**config.mk**
```make
export PLATFORM = sky130hd
export DESIGN_NAME = gain_ramp_limiter
export DESIGN_NICKNAME = d
export VERILOG_FILES = /design/src/rtl/gain_ramp_limiter.sv
export SDC_FILE = /design/constraint.sdc
export NUM_CORES = 1
export LEC_CHECK = 0
export BUFFER_PORTS_ARGS = -buffer_cell sky130_fd_sc_hd__buf_4
export CAP_MARGIN = 20
export CORE_MARGIN = 2
export CORE_UTILIZATION = 35
export DETAILED_ROUTE_END_ITERATION = 6
export PLACE_DENSITY = 0.57
export SYNTH_ARGS = -nofsm -noshare
export SYNTH_HDL_FRONTEND = slang
export SYNTH_SLANG_ARGS = --single-unit
```
**constraint.sdc**
```tcl
create_clock -name clk -period 14.16 [get_ports clk]
set_input_delay 2.832 -clock clk [delete_from_list [all_inputs] [get_ports clk]]
set_output_delay 2.832 -clock clk [all_outputs]
set_load 0.02 [all_outputs]
```
**src/rtl/gain_ramp_limiter.sv**
```systemverilog
// Output gain stage: ramps a 2.14 gain toward a target one step per accepted sample,
// multiplies, floors and saturates to the sample width, and counts clipped samples.
module gain_ramp_limiter #(
  parameter int unsigned G_DATA_WIDTH        = 16,
  parameter int unsigned G_GAIN_INTEGER_BITS = 2,
  parameter int unsigned G_GAIN_DECIMAL_BITS = 14
) (
  input  logic                                                  clk,
  input  logic                                                  reset,
  input  logic                                                  enable,
  input  logic                                                  bypass,
  input  logic [G_GAIN_INTEGER_BITS+G_GAIN_DECIMAL_BITS-1:0]    target_gain,
  input  logic [G_GAIN_INTEGER_BITS+G_GAIN_DECIMAL_BITS-1:0]    ramp_step,
  input  logic                                                  clip_clear,
  output logic [G_GAIN_INTEGER_BITS+G_GAIN_DECIMAL_BITS-1:0]    gain_current,
  output logic                                                  ramp_active,
  output logic [15:0]                                           clip_count,
  input  logic signed [G_DATA_WIDTH-1:0]                        din,
  input  logic                                                  din_valid,
  output logic                                                  din_ready,
  output logic signed [G_DATA_WIDTH-1:0]                        dout,
  output logic                                                  dout_valid,
  input  logic                                                  dout_ready
);

  localparam int unsigned GW = G_GAIN_INTEGER_BITS + G_GAIN_DECIMAL_BITS;
  localparam int unsigned PW = G_DATA_WIDTH + GW + 1;
  localparam logic signed [PW-1:0] SatMax =
    {{(PW - G_DATA_WIDTH + 1){1'b0}}, {(G_DATA_WIDTH - 1){1'b1}}};
  localparam logic signed [PW-1:0] SatMin =
    {{(PW - G_DATA_WIDTH + 1){1'b1}}, {(G_DATA_WIDTH - 1){1'b0}}};

  typedef enum logic [1:0] {StHold, StRampUp, StRampDown} state_e;

  state_e                         state_q, state_d;
  logic [GW-1:0]                  gain_q, gain_d;
  logic                           s1_valid_q, s1_valid_d;
  logic signed [PW-1:0]           prod_q, prod_d;
  logic                           s2_valid_q, s2_valid_d;
  logic signed [G_DATA_WIDTH-1:0] dout_q, dout_d;
  logic [15:0]                    clip_q, clip_d;

  logic                           byp, advance, accept;
  logic [GW:0]                    gain_sum, gain_diff;
  logic [GW-1:0]                  gain_next;
  logic signed [PW-1:0]           din_ext, gain_ext, prod_new, shifted;
  logic                           sat_hi, sat_lo;
  logic signed [G_DATA_WIDTH-1:0] dout_sat;

  // Gating with reset keeps every output at its reset value while reset is held.
  assign byp       = bypass & reset;
  assign advance   = ~s2_valid_q | dout_ready;
  assign din_ready = reset & (bypass ? dout_ready : (enable & advance));
  assign accept    = din_valid & din_ready & ~bypass;

  always_comb begin
    gain_sum  = {1'b0, gain_q} + {1'b0, ramp_step};
    gain_diff = {1'b0, gain_q} - {1'b0, ramp_step};
    gain_next = target_gain;
    if (ramp_step != '0) begin
      if (gain_q < target_gain) begin
        gain_next = (gain_sum > {1'b0, target_gain}) ? target_gain : gain_sum[GW-1:0];
      end else if (gain_q > target_gain) begin
        gain_next = (gain_diff[GW] || (gain_diff[GW-1:0] < target_gain)) ?
                    target_gain : gain_diff[GW-1:0];
      end
    end
  end

  always_comb begin
    din_ext  = {{(PW - G_DATA_WIDTH){din[G_DATA_WIDTH-1]}}, din};
    gain_ext = {{(PW - GW){1'b0}}, gain_q};
    prod_new = din_ext * gain_ext;
    shifted  = prod_q >>> G_GAIN_DECIMAL_BITS;
    sat_hi   = shifted > SatMax;
    sat_lo   = shifted < SatMin;
    if (sat_hi) begin
      dout_sat = SatMax[G_DATA_WIDTH-1:0];
    end else if (sat_lo) begin
      dout_sat = SatMin[G_DATA_WIDTH-1:0];
    end else begin
      dout_sat = shifted[G_DATA_WIDTH-1:0];
    end
  end

  // Ramp FSM: gain only moves on an accepted sample; HOLD notices a new target on its own.
  always_comb begin
    state_d = state_q;
    gain_d  = gain_q;
    if (!enable) begin
      state_d = StHold;
      gain_d  = '0;
    end else if (!bypass) begin
      if (accept) begin
        gain_d = gain_next;
        if (gain_next == target_gain) begin
          state_d = StHold;
        end else if (gain_next < target_gain) begin
          state_d = StRampUp;
        end else begin
          state_d = StRampDown;
        end
      end else if (state_q == StHold && target_gain != gain_q) begin
        state_d = (target_gain > gain_q) ? StRampUp : StRampDown;
      end
    end
  end

  always_comb begin
    s1_valid_d = s1_valid_q;
    s2_valid_d = s2_valid_q;
    prod_d     = prod_q;
    dout_d     = dout_q;
    clip_d     = clip_q;
    if (!enable || bypass) begin
      s1_valid_d = 1'b0;
      s2_valid_d = 1'b0;
    end else if (advance) begin
      s1_valid_d = accept;
      s2_valid_d = s1_valid_q;
      if (accept) begin
        prod_d = prod_new;
      end
      if (s1_valid_q) begin
        dout_d = dout_sat;
        if ((sat_hi || sat_lo) && clip_q != '1) begin
          clip_d = clip_q + 16'd1;
        end
      end
    end
    if (clip_clear) begin
      clip_d = '0;
    end
  end

  always_ff @(posedge clk or negedge reset) begin
    if (!reset) begin
      state_q    <= StHold;
      gain_q     <= '0;
      s1_valid_q <= 1'b0;
      prod_q     <= '0;
      s2_valid_q <= 1'b0;
      dout_q     <= '0;
      clip_q     <= '0;
    end else begin
      state_q    <= state_d;
      gain_q     <= gain_d;
      s1_valid_q <= s1_valid_d;
      prod_q     <= prod_d;
      s2_valid_q <= s2_valid_d;
      dout_q     <= dout_d;
      clip_q     <= clip_d;
    end
  end

  assign dout         = byp ? din : dout_q;
  assign dout_valid   = byp ? din_valid : s2_valid_q;
  assign gain_current = gain_q;
  assign ramp_active  = (state_q != StHold);
  assign clip_count   = clip_q;

endmodule

```
* Word level (Yosys, flattened, before mapping)
Cells that the tools add are included.
** Word-level totals
- Bits in registers :: 85
** Operators by class
- Order comparisons :: 8
- Multiplexer cells :: 29
- $add $sub $neg :: 3
- Reductions and logical operators :: 18
- Bitwise gates (word level) :: 9
- Equal/unequal tests :: 7
- $mul :: 1
** Operators with widths (number)
- $mux 16 :: 16
- $lt 16x16->1 :: 3
- $mul 16x17->33 :: 1
- $gt 16x16->1 :: 2
- $gt 19x16->1 const B :: 1
- $lt 19x16->1 const B :: 1
- $add 16x16->17 :: 1
- $gt 17x16->1 :: 1
- $sub 16x16->17 :: 1
- $add 16x1->16 const B :: 1
- $eq 16x16->1 :: 1
- $ne 16x16->1 :: 1
- $ne 16x16->1 const B :: 1
- $reduce_bool 16->1 :: 1
- $mux 2 :: 7
- $reduce_bool 2->1 :: 5
- $mux 1 :: 6
- $reduce_and 3->1 :: 2
- $and 1x1->1 :: 5
- $ne 2x2->1 const B :: 2
- $reduce_and 2->1 :: 2
- $reduce_and 4->1 :: 1
- $logic_or 1x1->1 :: 3
- $ne 3x1->1 const B :: 1
- 6 further kinds :: 9

* Depth between registers and ports, before layout
- Word-level depth :: 13
- Gate-level depth with buffers :: 32
- Gate-level depth less buffers :: 30

* Worst setup path after synthesis
Ideal clock, no wire load.
- Path type :: in2reg
- Start :: in din[4]
- End :: reg prod_q[26]
- Setup time :: 0.149 ns
- Path buffers :: 2
- Setup slack :: 5.456 ns
- Cell stages on the path :: 24
- Arrival time :: 8.555 ns
- Cells stage by stage :: clkbuf_1 -> clkbuf_1 -> nand2_1 -> fa_1 -> inv_1 -> fa_1 -> inv_1 -> fa_1 -> inv_1 -> fa_1 -> inv_1 -> fa_1 -> inv_1 -> fa_1 -> ha_1 -> a21o_1 -> a21o_1 -> a21o_1 -> a32o_1 -> a211oi_2 -> o21bai_1 -> a21oi_1 -> mux2i_1 -> o311ai_0
** On the way
- Cells in the longest elaborated chain, start to end :: 1
** Ends and longest elaborated chain
- start: declaration :: line 18 : input logic signed [G_DATA_WIDTH-1:0] din,
- $mul 16x17->33 :: line 73 : prod_new = din_ext * gain_ext;
- end signal: assignment :: line 149 : prod_q <= prod_d;
- end: declaration :: line 38 : logic signed [PW-1:0] prod_q, prod_d;
No other way between the ends.
A chain may end at the register's enable or synchronous reset.

* Final worst setup path
Same ends and word-level chain as after synthesis.

==> run metrics <==
signed area change from the synthesized netlist to the final layout 11.00%; Worst Hold Endpoint prod_q[27]; standard-cell rows 75; Synth Warn # 0; maximum vdd ir drop 0.06817 mV; GR peak layer met2; gr usage total 20.33%; worst clock skew 0.01016 ns; post-synthesis instance total 1744; register share of total power 17.4%; dominant cells by area after synthesis fa_1 26%, ha_1 18%, dfrtp_1 12%, inv_1 7.5%, nand2_1 5.3%; crit end category flop; average via count per standard cell 5.241; number of cells traversed by the worst hold path 2; library cells used by synthesis 75; filler cell count in the final layout 4331; Sw Share 47.40%; post-CTS setup repair buffer count 0; largest buffer count on any clock path 2; Ports 106; Final min period 8.608 ns; cell-internal power 831.6 uW; non-filler instance count after layout 2350; cell type of the slowest stage on the worst timing path fa_1; fraction of synthesized cell area taken by the top area cell type 26.18%; wire length of the first global-routing pass 70.17 mm; worst setup path category primary input to flop; setup slack on the worst flop-to-flop path 7.39 ns; count of clock tree sinks 71; number of global-route vias before repair 12.78k; Clk Tree Root Cell clkbuf_16; outcome completed; CP most frequent cell fa_1; CTS Buf Count 9; chain of cells forming the critical path buf_4 -> nand2_1 -> fa_1 -> inv_1 -> fa_1 -> inv_1 -> fa_1 -> fa_1 -> inv_1 -> fa_1 -> fa_1 -> ha_1 -> a21o_1 -> a21o_1 -> a211oi_1 -> a21oi_1 -> a211oi_2 -> o21bai_1 -> a21oi_1 -> mux2i_1 -> o311ai_0; Worst Reg2Reg Path Length in Cells 21; fraction of final layout cells sized beyond drive strength 1 10.11%; share of the yosys chip area belonging to registers 11.92%; total DRC errors in the routed layout 0; met3 demand-to-capacity share in global routing 0.8194%; highest attainable clock frequency 116.2 MHz; effective utilization at floorplan 35.47%; arrival time worst endpoint 8.78 ns; dominant cell type by area after synthesis fa_1; sum of routed wire length over all layers 43.71 mm; share of the clock period used by the worst path 60.79%; largest incremental delay on the critical path 0.55 ns; post-cts sizing count 0; number of buffers added to fix hold violations after cts 0; Detailed Routing Iterations Pass 1 5; final number of setup-violating endpoints 0; worst-case headroom to the max-slew limit 34.32%; average size of a mapped cell 8.550 um2; hold path startpoint prod_q[27]; type of the worst min-delay path flop to flop; most repeated cell in the gate-level netlist after synthesis inv_1; Comb pwr share 66.8%; instance area at placement 16210 um2; post-synthesis sequential element count 71; width of the die 210.4 um; fraction of power consumed by the clock network 15.8%; post-synthesis async set-or-reset flop share 100.0%; global routing usage on met2 37.29%; initial antenna violation count 1; clock latency of the later-clocked register in the worst-skew pair 0.33 ns; maximum level of the CTS H-tree 3; final RePlAce weighted congestion 0.9161; worst reg2reg path endpoint prod_q[26]; Slew @ Worst Pin 0.9852 ns; TritonCTS clock tree yes; net total in the final layout 2270; startpoint type of the worst setup path primary input; P_sw 749.5 uW; unrepaired setup endpoints after global routing false; Global Route met1 Usage 26.75%; buffer and inverter count on the worst path 4; leading cell types by count after synthesis 299 x inv_1, 215 x ha_1, 212 x nand2_1; total half-perimeter wirelength after legalization and detailed placement 34.73 mm; main flop type after synthesis dfrtp_1; Power per Cell Area 95.53 nW/um2; cell area after technology mapping 14910 um2; critical path data required time 14.34 ns; sequential cell area 1777 um2; number of routed nets with antenna violations 0; Final Max Slew Viols 0; startpoint of the worst-slack reg-to-reg timing path gain_current[7]; routed length per instance 18.60 um; sum of negative setup slack 0 ns; Port-buffer cells 105; Cell Count Post-Placement 2333; pin count of the biggest net entering global routing 74; multi-input gate area in the final layout 11720 um2; clock transition at the register clock pins on the worst setup and hold paths after CTS 0.05 ns; kind of cell with the highest combined delay on the critical path adder cells; Core Area 42040 um2; count of routing violations after the opening detailed-route iteration 609; Design Power 1581 uW; final count of hold timing violations 0; leakage power 0.008335 uW; total number of vias 12.32k; number of synthesized flops with an enable pin 0; largest fanout on the critical path 17; total congestion overflow 0; area of the die 44270 um2; net count of the mapped netlist 2209; max-capacitance violation count 0; final standard cell area without fillers 16550 um2; Vert. Die Dim 210.4 um
==> flip-flops by register name, summed over array words and instances, names as in the netlist <==
register      cells
state_q           2
s2_valid_q        1
prod_q           19
clip_count       16
dout_q           16
s1_valid_q        1
gain_current     16
==> worst max-delay path by stage <==
stage                       from    endpoint  slack [ns]  cells after the start
final                     din[4]  prod_q[26]        5.55                     21
after global routing      din[1]  prod_q[26]        5.18                     23
after CTS                 din[4]  prod_q[26]        5.57                     21
after detailed placement  din[4]  prod_q[26]        5.24                     21
after global placement    din[4]  prod_q[26]        5.32                     21
after floorplan           din[4]  prod_q[26]        5.46                     24
==> worst reg2reg max path, stage by stage, from the launching register on <==
cell and delay, ns:
dfrtp_1 0.54, buf_4 0.35, nand2_1 0.14, fa_1 0.55, inv_1 0.06, fa_1 0.53, inv_1 0.05, fa_1 0.47
fa_1 0.49, inv_1 0.06, fa_1 0.50, fa_1 0.49, ha_1 0.33, a21o_1 0.19, a21o_1 0.17, a211oi_1 0.31
a21oi_1 0.23, a211oi_2 0.33, o21bai_1 0.17, a21oi_1 0.28, mux2i_1 0.22, o311ai_0 0.14
==> power groups by stage <==
stage	logic, uW	registers, uW	clock network [uW]
final	1060	275	250
after global routing	1200	280	264
after CTS	1070	275	255
after detailed placement	1060	278	0
after global placement	1050	277	0
after floorplan	737	275	0
==> per-layer routing <==
| metal | wire length [um] | vias to the layer above | share of wire, % |
|---|---|---|---|
| li1 | - | 5774 | - |
| met1 | 18970 | 6164 | 43 |
| met2 | 22320 | 326 | 51 |
| met3 | 1730 | 52 | 4.0 |
| met4 | 689 | 0 | 1.6 |
| met5 | 0 | - | 0 |
==> final cells by class <==
type | instances | area share [%]
multi-input cells | 1301 | 70.82
flip-flops and latches | 71 | 10.73
inverters | 300 | 6.804
repair buffers | 122 | 5.534
well taps | 539 | 4.075
clock buffers | 12 | 1.550
clock inverters | 4 | 0.4687
diodes | 1 | 0.01512
==> cell usage in the layout (no fill, tap or decap), types with 7 or more instances in the layout <==
| cell type | synthesis | final |
|---|---|---|
| nor2b_1 | 15 | 15 |
| dfrtp_1 | 71 | 71 |
| and2_1 | 112 | 112 |
| o21a_1 | 13 | 13 |
| a211oi_1 | 11 | 11 |
| mux2_2 | 20 | 20 |
| a21oi_1 | 60 | 60 |
| a21o_1 | 17 | 17 |
| o21bai_1 | 8 | 8 |
| nor3_1 | 20 | 20 |
| o31ai_1 | 13 | 13 |
| o21ai_0 | 76 | 76 |
| nand2_1 | 212 | 212 |
| o22ai_1 | 10 | 10 |
| nand4_1 | 24 | 24 |
| nand3_1 | 29 | 29 |
| clkbuf_16 | 0 | 9 |
| inv_1 | 299 | 299 |
| nor2_1 | 87 | 87 |
| buf_4 | 0 | 122 |
| xor2_1 | 21 | 21 |
| nor4_1 | 7 | 7 |
| nand2b_1 | 11 | 11 |
| fa_1 | 195 | 195 |
| xnor2_1 | 34 | 34 |
| ha_1 | 215 | 215 |
==> through the flow <==
step	setup WS (ns)	utilization, %	hold slack [ns]
2_1_floorplan	5.456	-	0.4432
3_5_place_dp	5.240	38.57	0.4641
6_report	5.552	39.37	0.4704
5_1_grt	5.183	39.36	0.4946
4_1_cts	5.569	39.36	0.4776
3_3_place_gp	5.320	38.57	0.4584
==> cells by family (layout without fill, tap and decap cells) <==
kind of cell             Yosys count  in the layout  share of synthesized area [%]
AND/OR/NAND/NOR                  553            553                          18.18
flip-flops                        71             71                          11.92
other                              0              1                              0
adder cells (fa/ha/maj)          410            410                          44.22
buffers and inverters            372            438                          9.474
multiplexers                      23             23                          1.712
AO/OA/AOI/OAI                    260            260                          11.26
XOR/XNOR                          55             55                          3.231
Power figures use the tool's default switching activity.
